<file path="config.mk">
export PLATFORM = sky130hd
export DESIGN_NAME = num_classifier_seq_flat
export DESIGN_NICKNAME = d
export VERILOG_FILES = /design/src/rtl/num_classifier_seq_if.sv /design/src/rtl/num_classifier_seq.sv /design/src/flat_wrapper.sv
export SDC_FILE = /design/constraint.sdc
export NUM_CORES = 1
export LEC_CHECK = 0
export ABC_AREA = 0
export CAP_MARGIN = 20
export CORE_AREA = 2 2 105 127
export CTS_CLUSTER_SIZE = 20
export DETAILED_ROUTE_END_ITERATION = 16
export DIE_AREA = 0 0 107 129
export PLACE_DENSITY = 0.71
export SLEW_MARGIN = 20
export SYNTH_ARGS = -nofsm -noshare
export SYNTH_HDL_FRONTEND = slang
export SYNTH_SLANG_ARGS = --single-unit
</file>
<file path="constraint.sdc">
create_clock -name clk -period 15.21 [get_ports clk]
set_clock_uncertainty 0.1 [all_clocks]
set_input_delay 1.521 -clock clk [delete_from_list [all_inputs] [get_ports clk]]
set_output_delay 1.521 -clock clk [all_outputs]
set_load 0.05 [all_outputs]
</file>
<file path="src/rtl/num_classifier_seq_if.sv">
// Handshake bundle for num_classifier_seq: request, result flags and totals.
interface num_classifier_seq_if #(
  parameter int WIDTH = 8,
  parameter int CNT_W = 8
);
  logic             in_valid;
  logic             in_ready;
  logic [WIDTH-1:0] num;
  logic             out_valid;
  logic             out_ready;
  logic             is_zero;
  logic             is_even;
  logic             is_div3;
  logic             is_pow2;
  logic             is_prime;
  logic [CNT_W-1:0] prime_cnt;
  logic [CNT_W-1:0] total_cnt;
  logic             clr_cnt;

  modport master (
    output in_valid, num, out_ready, clr_cnt,
    input  in_ready, out_valid,
    input  is_zero, is_even, is_div3, is_pow2, is_prime,
    input  prime_cnt, total_cnt
  );

  modport slave (
    input  in_valid, num, out_ready, clr_cnt,
    output in_ready, out_valid,
    output is_zero, is_even, is_div3, is_pow2, is_prime,
    output prime_cnt, total_cnt
  );
endinterface

</file>
<file path="src/rtl/num_classifier_seq.sv">
// Sequential number classifier with trial-division primality FSM
// and saturating result totals.
module num_classifier_seq #(
  parameter int WIDTH = 8,
  parameter int CNT_W = 8
) (
  input logic clk,
  input logic rst,
  num_classifier_seq_if.slave bus
);
  typedef enum logic [1:0] {
    IDLE,
    CHECK,
    DONE
  } state_t;

  localparam logic [CNT_W-1:0] CMAX = '1;
  localparam logic [WIDTH-1:0] TWO = WIDTH'(2);
  localparam logic [WIDTH-1:0] THREE = WIDTH'(3);

  state_t           state, state_nx;
  logic [WIDTH-1:0] n, n_nx;
  logic [WIDTH-1:0] d, d_nx;
  logic             done_now;
  logic             prime_res;
  logic [2*WIDTH-1:0] sq;
  logic             consume;

  logic             f_zero, f_even, f_div3;
  logic             f_pow2, f_prime;
  logic [CNT_W-1:0] prime_cnt, total_cnt;

  // Full-width square so d*d never overflows.
  assign sq = {{WIDTH{1'b0}}, d} * {{WIDTH{1'b0}}, d};

  always_comb begin
    state_nx  = state;
    n_nx      = n;
    d_nx      = d;
    done_now  = 1'b0;
    prime_res = 1'b0;
    unique case (state)
      IDLE: begin
        if (bus.in_valid) begin
          n_nx     = bus.num;
          d_nx     = TWO;
          state_nx = CHECK;
        end
      end
      CHECK: begin
        if (n < TWO) begin
          done_now = 1'b1;
        end else if (sq > {{WIDTH{1'b0}}, n}) begin
          done_now  = 1'b1;
          prime_res = 1'b1;
        end else if ((n % d) == '0) begin
          done_now = 1'b1;
        end else begin
          d_nx = d + 1'b1;
        end
        if (done_now) state_nx = DONE;
      end
      DONE: begin
        if (bus.out_ready) state_nx = IDLE;
      end
      default: state_nx = IDLE;
    endcase
  end

  assign consume = (state == DONE) && bus.out_ready;

  always_ff @(posedge clk or posedge rst) begin
    if (rst) begin
      state     <= IDLE;
      n         <= '0;
      d         <= '0;
      f_zero    <= 1'b0;
      f_even    <= 1'b0;
      f_div3    <= 1'b0;
      f_pow2    <= 1'b0;
      f_prime   <= 1'b0;
      prime_cnt <= '0;
      total_cnt <= '0;
    end else begin
      state <= state_nx;
      n     <= n_nx;
      d     <= d_nx;
      if (done_now) begin
        f_zero  <= (n == '0);
        f_even  <= ~n[0];
        f_div3  <= ((n % THREE) == '0);
        f_pow2  <= (n != '0) && ((n & (n - 1'b1)) == '0);
        f_prime <= prime_res;
      end
      // Clear takes priority over a same-cycle consume.
      if (bus.clr_cnt) begin
        prime_cnt <= '0;
        total_cnt <= '0;
      end else if (consume) begin
        if (total_cnt != CMAX) total_cnt <= total_cnt + 1'b1;
        if (f_prime && prime_cnt != CMAX) prime_cnt <= prime_cnt + 1'b1;
      end
    end
  end

  assign bus.in_ready  = (state == IDLE);
  assign bus.out_valid = (state == DONE);
  assign bus.is_zero   = f_zero;
  assign bus.is_even   = f_even;
  assign bus.is_div3   = f_div3;
  assign bus.is_pow2   = f_pow2;
  assign bus.is_prime  = f_prime;
  assign bus.prime_cnt = prime_cnt;
  assign bus.total_cnt = total_cnt;
endmodule

</file>
<file path="src/flat_wrapper.sv">
// flat-port wrapper written by rule: the top's interface ports become plain ports
module num_classifier_seq_flat 
#(
  parameter int WIDTH = 8,
  parameter int CNT_W = 8
)
  (clk, rst, bus_in_valid, bus_num, bus_out_ready, bus_clr_cnt, bus_in_ready, bus_out_valid, bus_is_zero, bus_is_even, bus_is_div3, bus_is_pow2, bus_is_prime, bus_prime_cnt, bus_total_cnt);
  num_classifier_seq_if #(.WIDTH(WIDTH), .CNT_W(CNT_W)) bus_i ();
  input logic clk;
  input logic rst;
  input wire logic [$bits(bus_i.in_valid)-1:0] bus_in_valid;
  input wire logic [$bits(bus_i.num)-1:0] bus_num;
  input wire logic [$bits(bus_i.out_ready)-1:0] bus_out_ready;
  input wire logic [$bits(bus_i.clr_cnt)-1:0] bus_clr_cnt;
  output wire logic [$bits(bus_i.in_ready)-1:0] bus_in_ready;
  output wire logic [$bits(bus_i.out_valid)-1:0] bus_out_valid;
  output wire logic [$bits(bus_i.is_zero)-1:0] bus_is_zero;
  output wire logic [$bits(bus_i.is_even)-1:0] bus_is_even;
  output wire logic [$bits(bus_i.is_div3)-1:0] bus_is_div3;
  output wire logic [$bits(bus_i.is_pow2)-1:0] bus_is_pow2;
  output wire logic [$bits(bus_i.is_prime)-1:0] bus_is_prime;
  output wire logic [$bits(bus_i.prime_cnt)-1:0] bus_prime_cnt;
  output wire logic [$bits(bus_i.total_cnt)-1:0] bus_total_cnt;
  assign bus_i.in_valid = bus_in_valid;
  assign bus_i.num = bus_num;
  assign bus_i.out_ready = bus_out_ready;
  assign bus_i.clr_cnt = bus_clr_cnt;
  assign bus_in_ready = bus_i.in_ready;
  assign bus_out_valid = bus_i.out_valid;
  assign bus_is_zero = bus_i.is_zero;
  assign bus_is_even = bus_i.is_even;
  assign bus_is_div3 = bus_i.is_div3;
  assign bus_is_pow2 = bus_i.is_pow2;
  assign bus_is_prime = bus_i.is_prime;
  assign bus_prime_cnt = bus_i.prime_cnt;
  assign bus_total_cnt = bus_i.total_cnt;
  num_classifier_seq #(.WIDTH(WIDTH), .CNT_W(CNT_W)) u_core (.clk(clk), .rst(rst), .bus(bus_i));
endmodule
</file>
; Yosys cells after proc, flatten, opt, wreduce, memory -nomap -nowiden
; Index checks and enable logic that the tools add are counted.
[classes]
n_addsub = 4
mul = 1
div = 2
n_lt_le_gt_ge = 2
eq_ne = 10
n_mux = 23
bitwise_logic = 2
reduce_logical = 18
[op_table]
columns = op, count
row1 = $mux W8, 10
row2 = $logic_not A8 Y1, 4
row3 = $add A8 B1 Y8 const B, 3
row4 = $gt A16 B8 Y1, 1
row5 = $mul A8 B8 Y16, 1
row6 = $ne A8 B8 Y1 const B, 2
row7 = $pmux W8 S2, 1
row8 = $ne A2 B2 Y1 const B, 5
row9 = $and A8 B8 Y8, 1
row10 = $lt A8 B2 Y1 const B, 1
row11 = $mod A8 B2 Y8 const B, 1
row12 = $mod A8 B8 Y8, 1
row13 = $mux W1, 8
row14 = $reduce_bool A2 Y1, 4
row15 = $reduce_bool A8 Y1, 1
row16 = $sub A8 B1 Y8 const B, 1
row17 = $mux W2, 3
row18 = $pmux W2 S3, 1
row19 = $reduce_and A2 Y1, 3
row20 = $reduce_and A5 Y1, 1
row21 = $logic_and A1 B1 Y1, 3
row22 = $reduce_and A3 Y1, 1
row23 = $eq A2 B1 Y1 const B, 1
row24 = $eq A2 B2 Y1 const B, 1
row25 = 3 further kinds, 3
[word_totals]
ff_bits = 39
in_bits = 13
output_inout_bits = 23
word_cells = 72

; Depth between registers and ports, before layout
; Gate-level depths: netlist of run 1.
[depth]
word_depth = 8
depth_mapped = 53

; Worst setup path after synthesis of run 1
; OpenSTA, ideal clock, no wires.
[synth_path]
path_type = register to register
startpoint = register u_core.d[5]
endpoint = register u_core.d[6]
setup_time_ps = 128
t_arrival_ps = 11768
t_required_ps = 14982
path_slack_ps = 3215
path_stages_with_launch = 50
path_buffers = 2
path_cell_list = dfrtp_1 buf_2 nor4_4 and3_1 a21oi_1 a21oi_1 ha_1 or3_1 a311oi_1 a211oi_1 ha_1 o211ai_1 a211oi_4 mux2_2 ha_1 a21o_1 o21a_1 o21ai_1 (+14 left out) o21ai_4 inv_1 ha_1 a21o_1 a21oi_1 a2bb2oi_1 nand2b_1 o211ai_1 ha_1 a211oi_1 o21ai_1 o41a_1 or3_1 nor4_1 o32ai_2 o211ai_2 nor4_1 mux2_1
[synth_between]
elab_chain_cells = 5
word_cells_on_any_way = 12
classes_between = add/sub (1) / mul (1) / div (1) / order compare (1) / eq/ne (2) / mux (4) / reduce/logical (2)
[synth_lines]
columns = element, line_no
row1 = "start, declared", num_classifier_seq.sv:23  ; logic [WIDTH-1:0] d, d_nx;
row2 = "start signal, assigned", num_classifier_seq.sv:87  ; d <= d_nx;
row3 = branches (longest 5 deep; another with $mod A8 B8 Y8), n/a
; Parallel ways; which one is timed is not known. The select of a mux whose other input is x is not followed.
; A chain may end at the register's enable or synchronous reset.

; Worst setup path after layout of run 1
[layout_path]
startpoint = register u_core.d[5]
endpoint = register u_core.d[3]
[layout_between]
elab_chain_cells = 4
word_cells_on_any_way = 7
classes_between = mul (1) / div (1) / order compare (1) / eq/ne (2) / reduce/logical (2)
[layout_lines]
columns = element, line_no
row1 = $mod A8 B8 Y8 / $mul A8 B8 Y16 (equally long branches), "num_classifier_seq.sv:56, num_classifier_seq.sv:34"
row2 = $logic_not A8 Y1 / $gt A16 B8 Y1 (equally long branches), "num_classifier_seq.sv:56, num_classifier_seq.sv:53"
row3 = $ne A2 B2 Y1 (no source line), n/a
row4 = $reduce_and A5 Y1 (no source line) *, n/a
; Mark *: on every way between the ends. The rest lies on a longest branch, timed or not.

==> PnR_summary.wiki, run 1 <==
{| class="wikitable"
! Metric !! Value
|-
| Slew of the pin with the lowest slew margin || 0.966 ns
|-
| Starting density of the core || 48.3%
|-
| Core occupancy in the finished layout || between 50% and 60%
|-
| Maximum achievable frequency || 0.0740 GHz
|-
| Share of cells above drive strength 1 || between 4 and 5%
|-
| DR iter-0 viols || roughly 300
|-
| Final routed DRC violation total || 0
|-
| Hold WC Path Type || flop to flop
|-
| Max-slew violations || 0
|-
| Final RePlAce weighted congestion || roughly 0.9
|-
| Final-stage net count || 878
|-
| Core footprint || roughly 0.013 mm2
|-
| Synthesized cell area || about 0.006 mm2
|-
| Delay contributed by the slowest stage of the critical path || between 0.5 and 0.6 ns
|-
| Flip-flop cell with the highest count after synthesis || sky130_fd_sc_hd__dfrtp_1
|-
| Relative area change from synthesis to final layout || 10.2%
|-
| Diode insertion count for antenna repair || 0
|-
| DRT Wirelength || between 15000 and 20000 um
|-
| Post-route worst hold slack || 0.442 ns
|-
| Gate count after technology mapping || 739
|-
| Startpoint type of the worst setup path || flop
|-
| Number of nets in the synthesized netlist || 859
|-
| Type of destination of the critical path || flop
|-
| Post-CTS setup-driven buffer insertion count || 0
|-
| Antenna violations before repair || 0
|-
| Total placed instance area || 0.00654 mm2
|-
| Final Hold Viols || 0
|-
| Distinct cell type count of the synthesized netlist || 85
|-
| Number of global-route vias before repair || 5736
|-
| Setup violators final || 0
|-
| Number of buffers between clock root and the deepest sink || 2
|-
| Root Buffer || sky130_fd_sc_hd__clkbuf_16
|-
| Number of H-tree levels || 2
|-
| Biggest area consumer among synthesized cells || sky130_fd_sc_hd__ha_1
|-
| Post-synth ARST share || 100%
|-
| Gates resized, CTS repair || 0
|-
| Detailed Routing Iterations Pass 1 || 5
|-
| Height of the chip || 129 um
|-
| Worst path top cell family by delay || compound AO/OA/AOI/OAI gates
|-
| Post-Route Setup TNS || 0 ns
|-
| Top-count cell post-synth || sky130_fd_sc_hd__ha_1
|-
| Hold bufs inserted after CTS || 0
|-
| Number of CTS-inserted buffers || 5
|-
| Number of flops mapped to enable cells by yosys || 0
|-
| Dpl hpwl || 12500 um
|-
| Share of the cycle needed by the critical path after routing || ~90%
|-
| First-pass GRT wire length || 27000 um
|-
| Type of the setup path with the least slack || flop to flop
|-
| Total via count after detailed routing || 5709
|-
| Maximum number of pins on one net before global-route repair || 35
|-
| YS warnings || 0
|-
| Synthesized area per cell || 8.21 um2
|-
| Total buffers and inverters traversed by the critical path || 2
|-
| Fraction of the yosys area taken by sequential cells || 16.1%
|-
| Overflow left after global routing || 0
|-
| Setup repair after global routing missed its margin || false
|-
| MaxCap Viol Count || 0
|-
| Routed length per instance || about 17 um
|-
| Clock latency on the worst-skew pair || between 0.2 and 0.3 ns
|-
| Worst-path maximum fanout || 15
|-
| Post-synthesis register bit count || 39
|-
| Die Outline Area || 0.0138 mm2
|-
| Dominant cells by area after synthesis || sky130_fd_sc_hd__ha_1, sky130_fd_sc_hd__dfrtp_1, sky130_fd_sc_hd__fa_1
|-
| Most instantiated cells after synthesis || sky130_fd_sc_hd__ha_1, sky130_fd_sc_hd__nor2_1, sky130_fd_sc_hd__inv_1
|-
| CTS clock-pin slew for the worst setup and hold paths || roughly 0.060 ns
|-
| Top cell by count, worst path || sky130_fd_sc_hd__ha_1
|-
| Io pins || 36
|-
| Min Clock Period, post-route || ~14 ns
|-
| Arrival time at the worst endpoint || 13.61 ns
|-
| Share of the synthesized area in the top cell type || 16.7%
|-
| TritonCTS clock tree || built
|-
| Slowest cell on the critical path || sky130_fd_sc_hd__nor4_4
|-
| Worst slew margin relative to its limit || 35.0%
|-
| Die Span X || 107 um
|-
| CTS Sinks || 39
|-
| Critical path data required time || 15.31 ns
|-
| Status || complete, no violations
|-
| Summed area of non-filler cells in the final layout || 0.00668 mm2
|-
| IO buf count || 35
|-
| Overall routing resource usage || a little under a quarter
|-
| Floorplan row count || 45
|-
| Routed Antenna Nets || 0
|-
| Routed vias/inst || 6.19
|}
-- worst paths after layout --
| path | from | end | slack (ns) | depth (start not counted) |
|---|---|---|---|---|
| max in group asynchronous | rst | u_core.d[5] | 12.94 | 3 |
| setup / recovery | u_core.d[5] | u_core.d[3] | 1.70 | 47 |
| hold / removal | u_core.bus.is_even | u_core.bus.is_even | 0.44 | 1 |
| min in group asynchronous | rst | u_core.bus.total_cnt[6] | 1.35 | 2 |
| hold reg to reg | u_core.bus.is_even | u_core.bus.is_even | 0.44 | 1 |
| setup reg to reg | u_core.d[5] | u_core.d[3] | 1.70 | 47 |
-- metal layers --
metal / vias to the layer above / track usage [%] / share of wire [%]
met3: 45 / 2.53 / 5.4
met5: - / 0 / 0
met4: 0 / 8.25 / 3.1
met2: 230 / 43.8 / 50
li1: 2688 / - / -
met1: 2746 / 29.3 / 42
-- cells by family after synthesis --
family	after synthesis	synth area share (%)
buffers and inverters	94	5.86
AO/OA/AOI/OAI	185	22.2
XOR/XNOR	41	5.92
flip-flops	39	16.1
multiplexers	20	3.65
adder cells (fa/ha/maj)	108	25.5
AND/OR/NAND/NOR	252	20.8
-- through the flow --
stage | worst slack [ns] | instances
2_1_floorplan | 3.21 | 739
3_3_place_gp | 2.38 | 915
3_5_place_dp | 1.94 | 915
4_1_cts | 1.90 | 923
5_1_grt | 0.983 | 923
6_report | 1.70 | 923
-- sequential cells by signal (all words and copies together) (netlist names) --
| name | flops |
|---|---|
| u_core.bus.is_zero | 1 |
| u_core.bus.is_even | 1 |
| u_core.n | 8 |
| u_core.state | 2 |
| u_core.d | 8 |
| u_core.bus.is_prime | 1 |
| u_core.bus.total_cnt | 8 |
| u_core.bus.is_pow2 | 1 |
| u_core.bus.is_div3 | 1 |
| u_core.bus.prime_cnt | 8 |
-- final cells by class --
cell class	count	area (um2)
repair buffers	36	358
clock inverters	3	20.0
flip-flops and latches	39	976
well taps	164	205
inverters	70	263
clock buffers	5	125
multi-input cells	606	4730
fillers	1137	5880
-- cells in the final DEF, fill, tap and decap left out, types with 8 or more instances in the layout --
cell	count
sky130_fd_sc_hd__nand2b_1	10
sky130_fd_sc_hd__nand3_1	17
sky130_fd_sc_hd__nand2_1	61
sky130_fd_sc_hd__nor3_1	13
sky130_fd_sc_hd__dfrtp_1	39
sky130_fd_sc_hd__xnor2_1	23
sky130_fd_sc_hd__and3_1	9
sky130_fd_sc_hd__o21ai_0	40
sky130_fd_sc_hd__fa_1	26
sky130_fd_sc_hd__o21a_1	12
sky130_fd_sc_hd__inv_1	67
sky130_fd_sc_hd__a211oi_1	8
sky130_fd_sc_hd__o211ai_1	15
sky130_fd_sc_hd__mux2i_1	12
sky130_fd_sc_hd__clkdlybuf4s50_1	35
sky130_fd_sc_hd__nor2b_1	14
sky130_fd_sc_hd__a21oi_1	30
sky130_fd_sc_hd__xor2_1	18
sky130_fd_sc_hd__ha_1	81
sky130_fd_sc_hd__nor2_1	76
Power of run 1 is not shown: default switching activity piles up to over one toggle a cycle in this logic, so the estimate is an artifact.
==> run 2: changes to the inputs <==
--- a/config.mk
+++ b/config.mk
@@ -11,7 +11,7 @@
 export CTS_CLUSTER_SIZE = 20
 export DETAILED_ROUTE_END_ITERATION = 16
 export DIE_AREA = 0 0 107 129
-export PLACE_DENSITY = 0.71
+export PLACE_DENSITY = 0.73
 export SLEW_MARGIN = 20
 export SYNTH_ARGS = -nofsm -noshare
 export SYNTH_HDL_FRONTEND = slang
==> run 2 against run 1 <==
  * Worst setup slack improved by 0.11 ns
  * Via count fell by 2.0%
  * First-iteration DRC count rose by 0.67%
  * Critical path depth fell by 1
  * Non-clock buffer count did not move
  * Global-route usage fell by 0.47 points
  * Largest cell class unchanged
  * Die area did not move
  * Critical path type unchanged
==> PnR_summary.wiki, run 2 (synthesized netlist as in run 1, its figures left out) <==
{| class="wikitable"
! Metric !! Value
|-
| Status || complete, no violations
|-
| Relative area change from synthesis to final layout || 9.88%
|-
| CTS Sinks || 39
|-
| Min Clock Period, post-route || roughly 13 ns
|-
| Hold bufs inserted after CTS || 0
|-
| Root Buffer || sky130_fd_sc_hd__clkbuf_16
|-
| IO buf count || 35
|-
| Gates resized, CTS repair || 0
|-
| Clock latency on the worst-skew pair || 0.28 ns
|-
| Total via count after detailed routing || 5597
|-
| Starting density of the core || 48.3%
|-
| Worst path top cell family by delay || compound AO/OA/AOI/OAI gates
|-
| Routed length per instance || 16.8 um
|-
| Endpoint with the worst hold slack || u_core.bus.is_even
|-
| Delay contributed by the slowest stage of the critical path || 0.56 ns
|-
| Number of H-tree levels || 2
|-
| Number of buffers between clock root and the deepest sink || 2
|-
| Die Span X || between 100 and 150 um
|-
| Core footprint || between 0.01 and 0.015 mm2
|-
| CTS clock-pin slew for the worst setup and hold paths || 0.06 ns
|-
| Worst-path maximum fanout || 15
|-
| Slew of the pin with the lowest slew margin || 0.976 ns
|-
| Max-slew violations || 0
|-
| Slowest cell on the critical path || sky130_fd_sc_hd__dfrtp_1
|-
| Destination of the worst register-to-register timing path || u_core.d[3]
|-
| Met1 layer usage reported by global route || 29.2%
|-
| Height of the chip || 129 um
|-
| Routed vias/inst || a little over 6
|-
| Type of the setup path with the least slack || flop to flop
|-
| Number of global-route vias before repair || around 5700
|-
| Io pins || 36
|-
| MaxCap Viol Count || 0
|-
| Maximum achievable frequency || 0.0746 GHz
|-
| Number of CTS-inserted buffers || 5
|-
| Share of cells above drive strength 1 || 4.36%
|-
| Floorplan row count || 45
|-
| Type of destination of the critical path || flop
|-
| Diode insertion count for antenna repair || 0
|-
| Worst r2r path cells || between 40 and 50
|-
| Post-CTS setup-driven buffer insertion count || 0
|-
| Dpl hpwl || roughly 12000 um
|-
| Startpoint type of the worst setup path || flop
|-
| Worst slew margin relative to its limit || 34.4%
|-
| Overflow left after global routing || 0
|-
| Overall routing resource usage || between 20% and 30%
|-
| Number of logic stages on the critical path including buffering || 46
|-
| Detailed Routing Iterations Pass 1 || 5
|-
| Startpoint of the worst-slack reg-to-reg timing path || u_core.d[5]
|-
| TritonCTS clock tree || built
|-
| Critical path data required time || between 15 and 20 ns
|-
| Worst Hold Path Cells || 1
|-
| Final RePlAce weighted congestion || 0.918
|-
| Top cell by count, worst path || sky130_fd_sc_hd__ha_1
|-
| Most common library cell in the layout ignoring fill and taps || sky130_fd_sc_hd__ha_1
|-
| Final routed DRC violation total || 0
|-
| Met3 demand-to-capacity share in global routing || 2.38%
|-
| Arrival time at the worst endpoint || 13.50 ns
|-
| Final Hold Viols || 0
|-
| Hold WC Path Type || flop to flop
|-
| Die Outline Area || 0.0138 mm2
|-
| Share of the cycle needed by the critical path after routing || 88.1%
|-
| Final-stage net count || ~880
|-
| Routed Antenna Nets || 0
|-
| Setup violators final || 0
|-
| Maximum number of pins on one net before global-route repair || 40
|-
| Antenna violations before repair || 0
|-
| Total buffers and inverters traversed by the critical path || 2
|-
| Gr busiest metal || met2
|-
| DRT Wirelength || between 15000 and 20000 um
|-
| Startpoint of the worst hold path || u_core.bus.is_even
|-
| FF-to-FF setup slack || 1.81 ns
|-
| Post-Route Setup TNS || 0 ns
|-
| Setup repair after global routing missed its margin || false
|-
| DR iter-0 viols || 300
|-
| First-pass GRT wire length || around 27000 um
|-
| Met2 global-route usage || 41.9%
|-
| Worst setup path startpoint || u_core.d[5]
|-
| Leading cell types in the layout, fill and taps excluded || sky130_fd_sc_hd__ha_1, sky130_fd_sc_hd__nor2_1, sky130_fd_sc_hd__inv_1, sky130_fd_sc_hd__nand2_1, sky130_fd_sc_hd__o21ai_0
|}
-- run 2: changes by cell type in the layout (fill, tap and decap cells not counted) --
cell | before | now
sky130_fd_sc_hd__clkinvlp_4 | 2 | 0
sky130_fd_sc_hd__clkbuf_1 | 0 | 1
sky130_fd_sc_hd__clkinv_2 | 1 | 0
-- run 2: worst max-delay path by stage --
stage               slack, ns            endpoint
floorplan                3.21         u_core.d[6]
global placement         2.38  u_core.bus.is_div3
detailed placement       1.96  u_core.bus.is_div3
CTS                      1.94  u_core.bus.is_even
global route             0.91         u_core.d[3]
finish                   1.81         u_core.d[3]
-- run 2: worst register-to-register path: cells and delay by family, from the launching register on --
kind	cells	cell delay, ns
fa+ha+maj	7	2.21
buf+inv	2	0.16
mux	3	0.97
compound gates	25	6.33
flops	1	0.56
simple gates	9	3.02
-- run 2: final cells by class --
| class | instances | area [um2] |
|---|---|---|
| Clock buffer | 6 | 129 |
| Multi-Input combinational cell | 606 | 4730 |
| Inverter | 70 | 263 |
| Fill cell | 1150 | 5890 |
| Sequential cell | 39 | 976 |
| Timing Repair Buffer | 36 | 358 |
| Tap cell | 164 | 205 |
-- run 2: through the flow --
stage	cells	setup WS [ns]	utilization, %	hold slack [ns]	instance area, um2
6_report	921	1.81	53.1	0.430	6660
5_1_grt	921	0.910	53.1	0.448	6660
4_1_cts	921	1.94	53.1	0.431	6660
3_5_place_dp	915	1.96	52.0	0.404	6540
3_3_place_gp	915	2.38	52.0	0.414	6540
2_1_floorplan	739	3.21	-	0.454	6060
-- run 2: layer usage --
layer,wire length (um),part of all wire (%)
met5,0,0
met4,482,3.1
met3,693,4.5
met2,7680,50
met1,6610,43
Power of run 2 is left out for the same reason.
